--- src/rtl/fpga_robots_game_tmarb.sv ---
// fpga_robots_game_tmarb
// Tile map access arbiter. Two requesters (A: game logic, B: host serial
// command) share a single tile map port, with round-robin arbitration between
// them. A clear engine has priority over both: it fills addresses 0..CLR_LAST
// with one tile code, writing one address per cycle. All outputs are
// registered, and at most one tile map access is issued per cycle.
//
// Ports
//   clk, rst            clock, asynchronous active-low reset
//   x_req/x_wen/x_adr/x_wrt   request, write flag, address and write data
//                             (x = a, b); the fields are held until x_ack
//   x_ack               1-cycle grant pulse, one cycle after the grant decision
//   x_rdv/x_rdd         read data valid pulse and read data (held between pulses)
//   clr_go/clr_val      start-clear pulse and the tile code to fill with
//   clr_busy            clear in progress
//   tm_adr/tm_wrt/tm_wen      tile map access; adr/wrt hold when idle
//   tm_red              tile map read data, sampled the cycle after tm_adr
//
// Clear FSM
//   state   | meaning
//   S_IDLE  | arbitrating A/B; clr_go starts a clear
//   S_CLEAR | one clear write per cycle; A/B not granted, clr_go ignored
module fpga_robots_game_tmarb #(
  parameter logic [12:0] CLR_LAST = 13'd8191
) (
  input  logic        clk,
  input  logic        rst,
  input  logic        a_req,
  input  logic        a_wen,
  input  logic [12:0] a_adr,
  input  logic [7:0]  a_wrt,
  output logic        a_ack,
  output logic        a_rdv,
  output logic [7:0]  a_rdd,
  input  logic        b_req,
  input  logic        b_wen,
  input  logic [12:0] b_adr,
  input  logic [7:0]  b_wrt,
  output logic        b_ack,
  output logic        b_rdv,
  output logic [7:0]  b_rdd,
  input  logic        clr_go,
  input  logic [7:0]  clr_val,
  output logic        clr_busy,
  output logic [12:0] tm_adr,
  output logic [7:0]  tm_wrt,
  output logic        tm_wen,
  input  logic [7:0]  tm_red
);

  typedef enum logic {S_IDLE = 1'b0, S_CLEAR = 1'b1} state_t;

  state_t      r_state, w_state_nx;
  logic [12:0] r_clr_adr, w_clr_adr_nx;
  logic [7:0]  r_clr_val, w_clr_val_nx;
  logic        r_prio_b, w_prio_b_nx;   // 1: B wins the next contention
  logic        w_a_elig, w_b_elig, w_gnt_a, w_gnt_b;
  logic        w_iss, w_iss_wen;
  logic [12:0] w_iss_adr;
  logic [7:0]  w_iss_wrt;

  logic [12:0] r_tm_adr;
  logic [7:0]  r_tm_wrt, r_a_rdd, r_b_rdd;
  logic        r_tm_wen, r_a_ack, r_b_ack, r_a_rd, r_b_rd, r_a_rdv, r_b_rdv;
  logic        r_clr_busy;

  // A requester is ineligible in its own ack cycle; still-high req in the
  // cycle after is a new access.
  assign w_a_elig = a_req & ~r_a_ack;
  assign w_b_elig = b_req & ~r_b_ack;

  always_comb begin
    w_state_nx   = r_state;
    w_clr_adr_nx = r_clr_adr;
    w_clr_val_nx = r_clr_val;
    w_prio_b_nx  = r_prio_b;
    w_gnt_a      = 1'b0;
    w_gnt_b      = 1'b0;
    w_iss        = 1'b0;
    w_iss_wen    = 1'b0;
    w_iss_adr    = r_tm_adr;
    w_iss_wrt    = r_tm_wrt;
    case (r_state)
      S_IDLE: begin
        if (clr_go) begin
          // clear beats any pending request; address 0 goes out with clr_busy
          w_state_nx   = S_CLEAR;
          w_clr_val_nx = clr_val;
          w_clr_adr_nx = 13'd0;
          w_iss        = 1'b1;
          w_iss_wen    = 1'b1;
          w_iss_adr    = 13'd0;
          w_iss_wrt    = clr_val;
        end else if (w_a_elig && (!w_b_elig || !r_prio_b)) begin
          w_gnt_a     = 1'b1;
          w_prio_b_nx = 1'b1;
          w_iss       = 1'b1;
          w_iss_wen   = a_wen;
          w_iss_adr   = a_adr;
          w_iss_wrt   = a_wrt;
        end else if (w_b_elig) begin
          w_gnt_b     = 1'b1;
          w_prio_b_nx = 1'b0;
          w_iss       = 1'b1;
          w_iss_wen   = b_wen;
          w_iss_adr   = b_adr;
          w_iss_wrt   = b_wrt;
        end
      end
      S_CLEAR: begin
        // r_clr_adr is the address on tm_adr this cycle; stop without wrapping
        if (r_clr_adr == CLR_LAST) begin
          w_state_nx = S_IDLE;
        end else begin
          w_clr_adr_nx = r_clr_adr + 13'd1;
          w_iss        = 1'b1;
          w_iss_wen    = 1'b1;
          w_iss_adr    = r_clr_adr + 13'd1;
          w_iss_wrt    = r_clr_val;
        end
      end
      default: w_state_nx = S_IDLE;
    endcase
  end

  always_ff @(posedge clk or negedge rst) begin
    if (!rst) begin
      r_state    <= S_IDLE;
      r_clr_adr  <= 13'd0;
      r_clr_val  <= 8'd0;
      r_prio_b   <= 1'b0;
      r_clr_busy <= 1'b0;
      r_tm_adr   <= 13'd0;
      r_tm_wrt   <= 8'd0;
      r_tm_wen   <= 1'b0;
      r_a_ack    <= 1'b0;
      r_b_ack    <= 1'b0;
      r_a_rd     <= 1'b0;
      r_b_rd     <= 1'b0;
      r_a_rdv    <= 1'b0;
      r_b_rdv    <= 1'b0;
      r_a_rdd    <= 8'd0;
      r_b_rdd    <= 8'd0;
    end else begin
      r_state    <= w_state_nx;
      r_clr_adr  <= w_clr_adr_nx;
      r_clr_val  <= w_clr_val_nx;
      r_prio_b   <= w_prio_b_nx;
      r_clr_busy <= (w_state_nx == S_CLEAR);
      r_tm_wen   <= w_iss & w_iss_wen;
      if (w_iss) begin
        r_tm_adr <= w_iss_adr;
        r_tm_wrt <= w_iss_wrt;
      end
      r_a_ack <= w_gnt_a;
      r_b_ack <= w_gnt_b;
      // read in flight: tm_red is sampled one cycle after the address goes out
      r_a_rd  <= w_gnt_a & ~a_wen;
      r_b_rd  <= w_gnt_b & ~b_wen;
      r_a_rdv <= r_a_rd;
      r_b_rdv <= r_b_rd;
      if (r_a_rd) r_a_rdd <= tm_red;
      if (r_b_rd) r_b_rdd <= tm_red;
    end
  end

  assign tm_adr   = r_tm_adr;
  assign tm_wrt   = r_tm_wrt;
  assign tm_wen   = r_tm_wen;
  assign a_ack    = r_a_ack;
  assign b_ack    = r_b_ack;
  assign a_rdv    = r_a_rdv;
  assign b_rdv    = r_b_rdv;
  assign a_rdd    = r_a_rdd;
  assign b_rdd    = r_b_rdd;
  assign clr_busy = r_clr_busy;

endmodule
--- config.mk ---
export PLATFORM = sky130hd
export DESIGN_NAME = fpga_robots_game_tmarb
export DESIGN_NICKNAME = d
export VERILOG_FILES = /design/src/rtl/fpga_robots_game_tmarb.sv
export SDC_FILE = /design/constraint.sdc
export NUM_CORES = 1
export LEC_CHECK = 0
export BUFFER_PORTS_ARGS = -buffer_cell sky130_fd_sc_hd__buf_2
export CAP_MARGIN = 20
export CORE_ASPECT_RATIO = 1.5
export CORE_MARGIN = 2
export CORE_UTILIZATION = 55
export CTS_CLUSTER_DIAMETER = 100
export DETAILED_ROUTE_END_ITERATION = 8
export GPL_ROUTABILITY_DRIVEN = 1
export GPL_TIMING_DRIVEN = 1
export MAX_ROUTING_LAYER = met4
export PLACE_DENSITY = 0.95
export SYNTH_ARGS = -nofsm -noshare
export SYNTH_HDL_FRONTEND = slang
export SYNTH_SLANG_ARGS = --single-unit
--- constraint.sdc ---
create_clock -name clk -period 5.6 [get_ports clk]
set_input_delay 0.56 -clock clk [delete_from_list [all_inputs] [get_ports clk]]
set_output_delay 0.56 -clock clk [all_outputs]
set_load 0.1 [all_outputs]
-- After elaboration in Yosys (flattened, before gate mapping)
Cells that the tools add are included.
- flip-flop bits (word level): 67
- bits of input ports: 65
- output and inout port bits: 43
- logic and storage cells: 71
- $add $sub $neg: 1
- equal/unequal tests: 4
- muxes and demuxes: 31
- bitwise logic cells: 11
- reduce and logical (&&, ||, !) cells: 9
- operator list (operator ; number):
    two-way mux 13 bit ; 5
    one-hot mux 13 bit (2 select lines) ; 2
    two-way mux 8 bit ; 4
    two-way mux 1 bit ; 16
    one-hot mux 8 bit (2 select lines) ; 1
    adder 13 x 1 -> 13 bit, second input constant ; 1
    equality test 13 bit, second input constant ; 1
    inverter 1 bit ; 6
    one-hot mux 1 bit (2 select lines) ; 3
    AND reduction 3 bit ; 2
    AND 1 bit ; 5
    != test 2 bit, second input constant ; 2
    != test 4 bit, second input constant ; 1
    AND reduction 2 bit ; 2
    logical NOT 1 bit ; 2
    nonzero test 2 bit ; 1
    logical AND 1 bit ; 1
    logical OR 1 bit ; 1

-- Longest topological paths before layout
Gate-level depths: netlist of run 1.
- depth after elaboration: 9
- depth in mapped cells: 7
- mapped depth without buffers: 6

-- Least setup slack after synthesis of run 1
No wires, ideal clock.
- path kind: reg-to-reg
- from: register clr_busy (netlist name)
- to: register r_tm_adr[0], in the netlist tm_adr[0]
- setup time: 0.141 ns
- arrival time: 2.204 ns
- slack: 3.254 ns
- cell stages (with the launch flop): 7
- clock period less this slack: 2.346 ns
- cells stage by stage: dfrtp_1 > buf_2 > nand4_1 > or4_4 > buf_2 > a21oi_1 > a31oi_1
- RTL lines (element ; line ; RTL):
    end signal, assigned ; 152 ; r_tm_adr <= w_iss_adr;
    end, declared ; 62 ; logic [12:0] r_tm_adr;

-- Final worst setup path of run 1
- from: register r_clr_adr[0]
- to: register r_clr_adr[8]
- word-level cells in the longest chain between the ends: 3
- elaborated cells between the ends (all ways): 6
- classes of those cells: 1 x add/sub; 2 x eq/ne; 2 x mux; 1 x reduce/logical
- RTL lines (element ; line ; RTL):
    start, declared ; 54 ; logic [12:0] r_clr_adr, w_clr_adr_nx;
    start signal, assigned ; 146 ; r_clr_adr <= w_clr_adr_nx;
    adder 13 x 1 -> 13 bit / equality test 13 bit (equally long branches) ; 115, 112 ;
    two-way mux 13 bit / != test 2 bit (equally long branches) ; n/a ;
    one-hot mux 13 bit (2 select lines) / AND reduction 2 bit (equally long branches) ; n/a ;
Several ways; a longest one is shown, not always the timed one. The select of a mux whose other input is x is not followed.
A chain may end at the register's enable or synchronous reset.

==> results of run 1 <==
## routing by layer
layer  global-route usage  vias up
li1                     -     1452
met1                0.311     1488
met2                0.433      152
met3               0.0570       20
met4                0.117        0
met5                    -        -
## synth_stat cells, types with 5 or more instances
cell type  number
nor3_1          6
clkbuf_1       19
a22oi_1         8
buf_2          10
a21boi_0       17
and4_1          6
nand2_1        17
nor2b_1         6
o21ai_0        34
inv_1           5
a31oi_1        26
nand2b_1        6
a21oi_1        24
mux2_2         28
dfrtp_1        67
and3_1         18
nand3_1         6
## layout make-up
class | count | share of cell area
Sequential cell | 67 | 0.397
Clock inverter | 7 | 0.0240
Inverter | 6 | 0.00533
Multi-Input combinational cell | 236 | 0.383
Clock buffer | 9 | 0.0293
Timing Repair Buffer | 114 | 0.139
Tap cell | 74 | 0.0219
## state kept, by name (all words and copies together) (netlist names), 8 cells and up
name	flops
b_rdd	8
tm_wrt	8
tm_adr	13
r_clr_adr	13
r_clr_val	8
a_rdd	8
## where the power goes
group / switching (mW) / internal, mW
clock: 0.201 / 0.253
combinational: 0.468 / 0.152
sequential: 0.0863 / 0.566
total: 0.756 / 0.971
## through the flow
stage	setup WS, ns	std cells
global route	3.17	513
finish	3.30	513
floorplan	3.25	338
CTS	3.31	513
global placement	3.42	497
detailed placement	3.33	497
## worst min path at each step
stage                   from  endpoint  slack, ns  cells past startpoint
floorplan                rst     a_ack       0.26                      0
global placement    r_prio_b  r_prio_b       0.48                      2
detailed placement  a_rdd[7]  a_rdd[7]       0.49                      1
CTS                    b_wen    r_b_rd       0.36                      2
global route           b_wen    r_b_rd       0.37                      2
finish                 b_wen    r_b_rd       0.36                      2
## cells by family after synthesis
| family | after synthesis | synth area share |
|---|---|---|
| AOI/OAI and AO/OA | 121 | 0.217 |
| and+or+nand+nor | 82 | 0.146 |
| buffers and inverters | 35 | 0.0419 |
| muxes | 29 | 0.0950 |
| adders and majority gates | 1 | 0.00364 |
| xor gates and xnor gates | 3 | 0.00765 |
| DFF | 67 | 0.488 |
## worst max-delay path, stage by stage, from the launching register on
cell     delay, ns
dfrtp_1       0.47
ha_1          0.42
nand2_1       0.20
or4_4         0.67
o21ai_2       0.18
inv_2         0.07
o21ai_0       0.19
==> flow_summary.yaml, run 1 <==
die:
  start_util: 0.564
  dieWidth_um: 68.5
  die_area_mm2: 0.00691
  die_h_um: 101
  rows: 35
  io_pins: 108
  core_area_mm2: 0.00609
clocking:
  clock-sinks: 67
  clock_latency_ns: 0.36
  tritoncts: "yes"
  cts_inserted_buffers: 9
  cts_max_path_buffers: 2
  cts_hold_buf: 0
  cts_resized: 0
  cts-root-buf: "clkbuf_8"
  h-tree-depth: 3
  postCtsSetupBuffers: 0
  clkTransAtPathRegs_ns: 0.08
timing:
  timing.slew.headroom: 0.448
  whs_ns: 0.363
  finalMaxSlewViolations: 0
  fmax_mhz: 434
  finalCritPeriodShare: 0.411
  setup_viol: 0
  finClkSkew_ns: 0.00821
  finalCriticalPeriod_ns: 2.30
  final.setup.tns_ns: 0
  tightest_slew_ns: 0.828
  rsz0062_at_grt: "false"
  hold_violations: 0
worst_setup_path:
  critical_path_class: "flip-flop to flip-flop"
  cp.arrival_ns: 2.57
  endpoint: "r_clr_adr[8]"
  required_ns: 5.86
  crit_fanout: 22
  reg2reg_slack_ns: 3.30
  crit_start: "r_clr_adr[0]"
  rr_worst_depth: 6
  start_kind: "flip-flop"
  r2r_start: "r_clr_adr[0]"
  r2r_end: "r_clr_adr[8]"
  end_kind: "flip-flop"
route:
  wl_met2_um: 4350
  viasPerCell: 6.07
  drc_errors: 0
  wl_per_cell_um: 16.5
  dr_wl_met3_um: 725
  first_pass_iters: 4
  antenna_left: 0
  wl_met1_um: 3240
  wirelength_um: 8490
  vias: 3112
  top_layer: "met4"
  drtIter0Drc: 124
power:
  total_power_mw: 1.73
  p_leak_nw: 2.04
  powerDensity_mw_per_mm2: 409
  irDropWorstVdd_mv: 0.292
placement:
  gp_congestion: 0.907
  port_buffers: 107
  dpl_cell_area_mm2: 0.00400
  dp_hpwl_um: 5960
yosys:
  synth_top_cell_area_share: 0.488
  yosysWarnings: 0
  synth.net_count: 404
  synth_edf_count: 0
  yosysUniqueCellTypes: 41
  async_flop_share: 1.00
  synthFlopType: "dfrtp_1"
  ys_seq_elements: 67
  synth_area_per_cell_um2: 10.2
  netlist_instances: 338
  synth_area_leaders: "dfrtp_1 49%, mux2_2 9.2%, o21ai_0 5.0%"
  syn_area_mm2: 0.00344
  synth-seq-area-share: 0.488
  yosys.area.top_type: "dfrtp_1"
final_layout:
  syn_to_final_growth_pct: 22.9
  fin_area_mm2: 0.00422
  layout_commonest_cell: "buf_2"
  nets: 500
  mostFrequentLayoutCells: "107 x buf_2, 67 x dfrtp_1, 34 x o21ai_0"
  antennaDiodeCount: 0
  drive_gt1_frac: 0.378
  final_util: 0.694
  seq_area_mm2: 0.00168
  n_fill_cell: 426
  multi_input_area_mm2: 0.00162
global_routing:
  track_usage: 0.267
  grt_remaining_overflow: 0
  antenna_found_initial: 0
  grt_pass1_wl_um: 13500
  grt_max_degree: 68
  grt_pass1_vias: 2904
run:
  maxCapViolations: 0
hold_path:
  min_path_type: "input pin to flip-flop"
status:
  outcome: "finished, final reports clean"
(Power assumes the default switching activity.)
==> run 2, diff against run 1 <==
Settings changed: CORE_UTILIZATION 55 to 46, PLACE_DENSITY 0.95 to 0.87.
Clock period 5.6 ns to 2.05 ns, I/O delays scaled along.
==> flow_summary.yaml, run 2 (synthesis results as in run 1) <==
timing:
  finalCriticalPeriod_ns: 1.90
  rsz0062_at_grt: "false"
  finalCritPeriodShare: 0.929
  finClkSkew_ns: 0.00947
  finalMaxSlewViolations: 0
  timing.slew.headroom: 0.664
  whs_ns: 0.0915
  setup_viol: 0
  fmax_mhz: 525
  worst_slack_ns: 0.146
  tightest_slew_ns: 0.508
  hold_violations: 0
  final.setup.tns_ns: 0
power:
  p_seq_frac: 0.371
  power.switching_mw: 2.08
  p_clk_frac: 0.254
  total_power_mw: 4.74
  powerDensity_mw_per_mm2: 1090
  p_leak_nw: 2.09
  p_int_mw: 2.67
  irDropWorstVdd_mv: 0.617
  p_comb_frac: 0.375
  switching_share: 0.438
final_layout:
  fin_area_mm2: 0.00437
  multi_input_area_mm2: 0.00162
  drive_gt1_frac: 0.393
  n_fill_cell: 607
  syn_to_final_growth_pct: 27.2
  antennaDiodeCount: 0
  layout_commonest_cell: "buf_2"
  mostFrequentLayoutCells: "107 x buf_2, 63 x dfrtp_1, 34 x o21ai_0"
  stdcell_count: 548
  final_util: 0.605
  nets: 509
  seq_area_mm2: 0.00168
global_routing:
  grt_remaining_overflow: 0
  grt_pass1_wl_um: 14500
  grt_pass1_vias: 2998
  antenna_found_initial: 0
  track_usage: 0.244
  grt_max_degree: 54
route:
  vias: 3150
  drc_errors: 0
  viasPerCell: 5.75
  antenna_left: 0
  drtIter0Drc: 128
  wirelength_um: 9090
  wl_per_cell_um: 16.6
  first_pass_iters: 4
worst_setup_path:
  cp.arrival_ns: 2.18
  required_ns: 2.33
  slowest_stage: "or4_4"
  cp_cell_sequence: "nand4_1 -> or4_4 -> o21ai_2 -> inv_2 -> o21ai_0"
  crit_fanout: 23
  end_kind: "flip-flop"
  crit_family: "simple AND/OR/NAND/NOR gates"
  path_buf_inv: 1
  cp_slowest_stage_delay_ns: 0.64
  critical_path_class: "flip-flop to flip-flop"
  start_kind: "flip-flop"
status:
  outcome: "finished, final reports clean"
die:
  dieWidth_um: 74.6
  start_util: 0.475
  core_area_mm2: 0.00723
  die_area_mm2: 0.00819
  io_pins: 108
  die_h_um: 110
  rows: 38
placement:
  dpl_cell_area_mm2: 0.00412
  placed_cells: 529
  dp_slack_ns: 0.148
  gp_congestion: 0.946
  dp_hpwl_um: 6500
  port_buffers: 107
clocking:
  clock_latency_ns: 0.36
  postCtsSetupBuffers: 0
  clkTransAtPathRegs_ns: 0.08
  h-tree-depth: 3
  cts_inserted_buffers: 9
  cts_max_path_buffers: 2
  tritoncts: "yes"
  clock-sinks: 67
  cts-root-buf: "clkbuf_8"
hold_path:
  min_path_type: "input pin to flip-flop"
run:
  maxCapViolations: 0
## run 2: cell count changes in the layout (fill, tap and decap cells not counted), moves of 2 or more
cell           previous run  this run
buf_4                     7        10
clkbuf_8                  9        12
buf_12                    0         3
dfrtp_1                  67        63
dfrtp_2                   0         3
dlygate4sd3_1             0         3
clkinv_4                  2         0
## run 2: final timing paths
kind                            start      endpoint  slack (ns)  cells after the start
setup / recovery             clr_busy  r_clr_adr[8]        0.15                      5
hold / removal             clr_val[0]  r_clr_val[0]        0.09                      2
setup reg to reg             clr_busy  r_clr_adr[8]        0.15                      5
hold reg to reg              b_rdd[0]      b_rdd[0]        0.51                      1
max in group asynchronous         rst      clr_busy        1.13                      3
min in group asynchronous         rst      r_prio_b        0.30                      2
## run 2: routing by layer
layer  share of wire  GRT usage  vias to the layer above  wire length, um
li1                -          -                     1471                -
met1            0.39      0.268                     1506             3550
met2            0.52      0.408                      146             4690
met3           0.063     0.0623                       27              570
met4           0.031      0.112                        0              283
met5               0          -                        -                0
## run 2: power groups by stage
stage                     registers [mW]  clock network, mW  logic [mW]
final                               1.76               1.21        1.78
after CTS                           1.75               1.23        1.79
after floorplan                     2.61                  0       0.517
after detailed placement            1.78                  0        1.78
after global routing                1.80               1.29        1.89
after global placement              1.78                  0        1.75
## run 2: timing repair
item / CTS / global route
resized for setup: 0 / 1
endpoints found under the setup margin: 0 / 1
hold buffers: 3 / 0
endpoints found under the hold margin: 16 / 0
## run 2: area by class of cell
class                      count  share of cell area
clock buffer                  12              0.0378
clock inverter                 4              0.0126
inverter                       6             0.00515
multi-input combinational    236               0.370
sequential                    67               0.385
tap                          100              0.0286
timing repair buffer         123               0.160
==> run 3, diff against run 2 <==
Settings changed: CORE_UTILIZATION 46 to 40, PLACE_DENSITY 0.87 to 0.79.
==> flow_summary.yaml, run 3 (synthesis results as in run 1) <==
power:
  p_int_mw: 3.21
  p_comb_frac: 0.338
  p_clk_frac: 0.332
  p_seq_frac: 0.330
  switching_share: 0.404
  irDropWorstVdd_mv: 0.668
  power.switching_mw: 2.18
  powerDensity_mw_per_mm2: 1190
  p_leak_nw: 2.17
die:
  rows: 41
  core_area_mm2: 0.00836
  io_pins: 108
  die_h_um: 118
  dieWidth_um: 79.7
  die_area_mm2: 0.00936
  start_util: 0.411
timing:
  finalMaxSlewViolations: 0
  timing.slew.headroom: 0.662
  tightest_slew_ns: 0.503
  finalCritPeriodShare: 0.938
  finalCriticalPeriod_ns: 1.92
  hold_violations: 0
  fmax_mhz: 520
  final.setup.tns_ns: 0
  setup_viol: 0
  rsz0062_at_grt: "false"
  finClkSkew_ns: 0.00439
global_routing:
  track_usage: 0.218
  grt_pass1_wl_um: 15300
  grt_max_degree: 43
  met1_usage: 0.257
  antenna_found_initial: 0
  grt_pass1_vias: 3033
  grt_use_met2: 0.358
  grt_remaining_overflow: 0
  busiest_layer: "met2"
  use_met3: 0.0360
route:
  drtIter0Drc: 205
  viasPerCell: 5.58
  wl_per_cell_um: 17.0
  antenna_left: 0
  drc_errors: 0
  vias: 3122
  first_pass_iters: 5
  wirelength_um: 9500
placement:
  dpl_cell_area_mm2: 0.00417
  port_buffers: 107
  gp_congestion: 0.935
  dp_hpwl_um: 7050
final_layout:
  fin_area_mm2: 0.00453
  antennaDiodeCount: 0
  mostFrequentLayoutCells: "107 x buf_2, 64 x dfrtp_1, 34 x o21ai_0"
  nets: 513
  layout_commonest_cell: "buf_2"
  drive_gt1_frac: 0.405
  syn_to_final_growth_pct: 31.7
worst_setup_path:
  crit_fanout: 22
  critical_path_class: "flip-flop to flip-flop"
  required_ns: 2.30
  start_kind: "flip-flop"
  cp.arrival_ns: 2.17
  end_kind: "flip-flop"
clocking:
  postCtsSetupBuffers: 0
  cts-root-buf: "clkbuf_16"
  h-tree-depth: 3
  clock-sinks: 67
  clock_latency_ns: 0.34
  cts_resized: 0
  cts_max_path_buffers: 2
  tritoncts: "yes"
  clkTransAtPathRegs_ns: 0.06
  cts_inserted_buffers: 9
hold_path:
  min_path_type: "input pin to flip-flop"
run:
  maxCapViolations: 0
status:
  outcome: "finished, final reports clean"
[run 3: through the flow]
step / setup WS, ns / power [mW] / hold slack (ns) / instances / utilization
6_report: 0.128 / 5.39 / 0.0211 / 559 / 0.541
5_1_grt: 0.0435 / 5.61 / 0.0285 / 559 / 0.541
4_1_cts: 0.144 / 5.41 / 0.0137 / 559 / 0.541
3_5_place_dp: 0.165 / 3.61 / 0.179 / 542 / 0.498
3_3_place_gp: 0.246 / 3.57 / 0.173 / 542 / 0.498
2_1_floorplan: 0.0870 / 3.13 / -0.0906 / 338 / -
[run 3: power groups by stage]
stage | Sequential, mW | Clock, mW | Combinational [mW]
3_5_place_dp | 1.79 | 0 | 1.81
3_3_place_gp | 1.78 | 0 | 1.78
2_1_floorplan | 2.61 | 0 | 0.517
6_report | 1.78 | 1.79 | 1.82
5_1_grt | 1.80 | 1.87 | 1.93
4_1_cts | 1.77 | 1.82 | 1.82
[run 3: final cells by class]
cell class / count / area, um^2
well taps: 107 / 134
fillers: 742 / 3840
repair buffers: 127 / 713
clock inverters: 7 / 124
flip-flops and latches: 67 / 1680
multi-input cells: 236 / 1620
inverters: 6 / 22.5
clock buffers: 9 / 225
[run 3: worst max-delay path, cell delays in order (launching register included)]
cell and delay [ns]:
dfrtp_4 0.56, nand4_1 0.20, or4_4 0.68, o21ai_2 0.15
inv_2 0.06, o21ai_0 0.17
[run 3: timing repair]
action | 4_1_cts | 5_1_grt
setup endpoints to repair | 0 | 2
endpoints found under the hold margin | 16 | 0
hold buffers | 1 | 0
[run 3: layer usage]
metal | wire [um] | vias to the layer above
met3 | 461 | 25
met1 | 3780 | 1498
met5 | 0 | -
li1 | - | 1478
met2 | 4940 | 121
met4 | 310 | 0
[run 3: worst paths after layout]
path,start,end,cells after the start,slack (ns)
worst max register to register,clr_busy,r_clr_adr[8],5,0.13
max in group asynchronous,rst,r_clr_val[3],3,1.13
worst max-delay path,clr_busy,r_clr_adr[8],5,0.13
min in group asynchronous,rst,a_rdd[5],2,0.35
worst min-delay path,b_wen,r_b_rd,2,0.02
worst min register to register,a_rdd[0],a_rdd[0],1,0.50
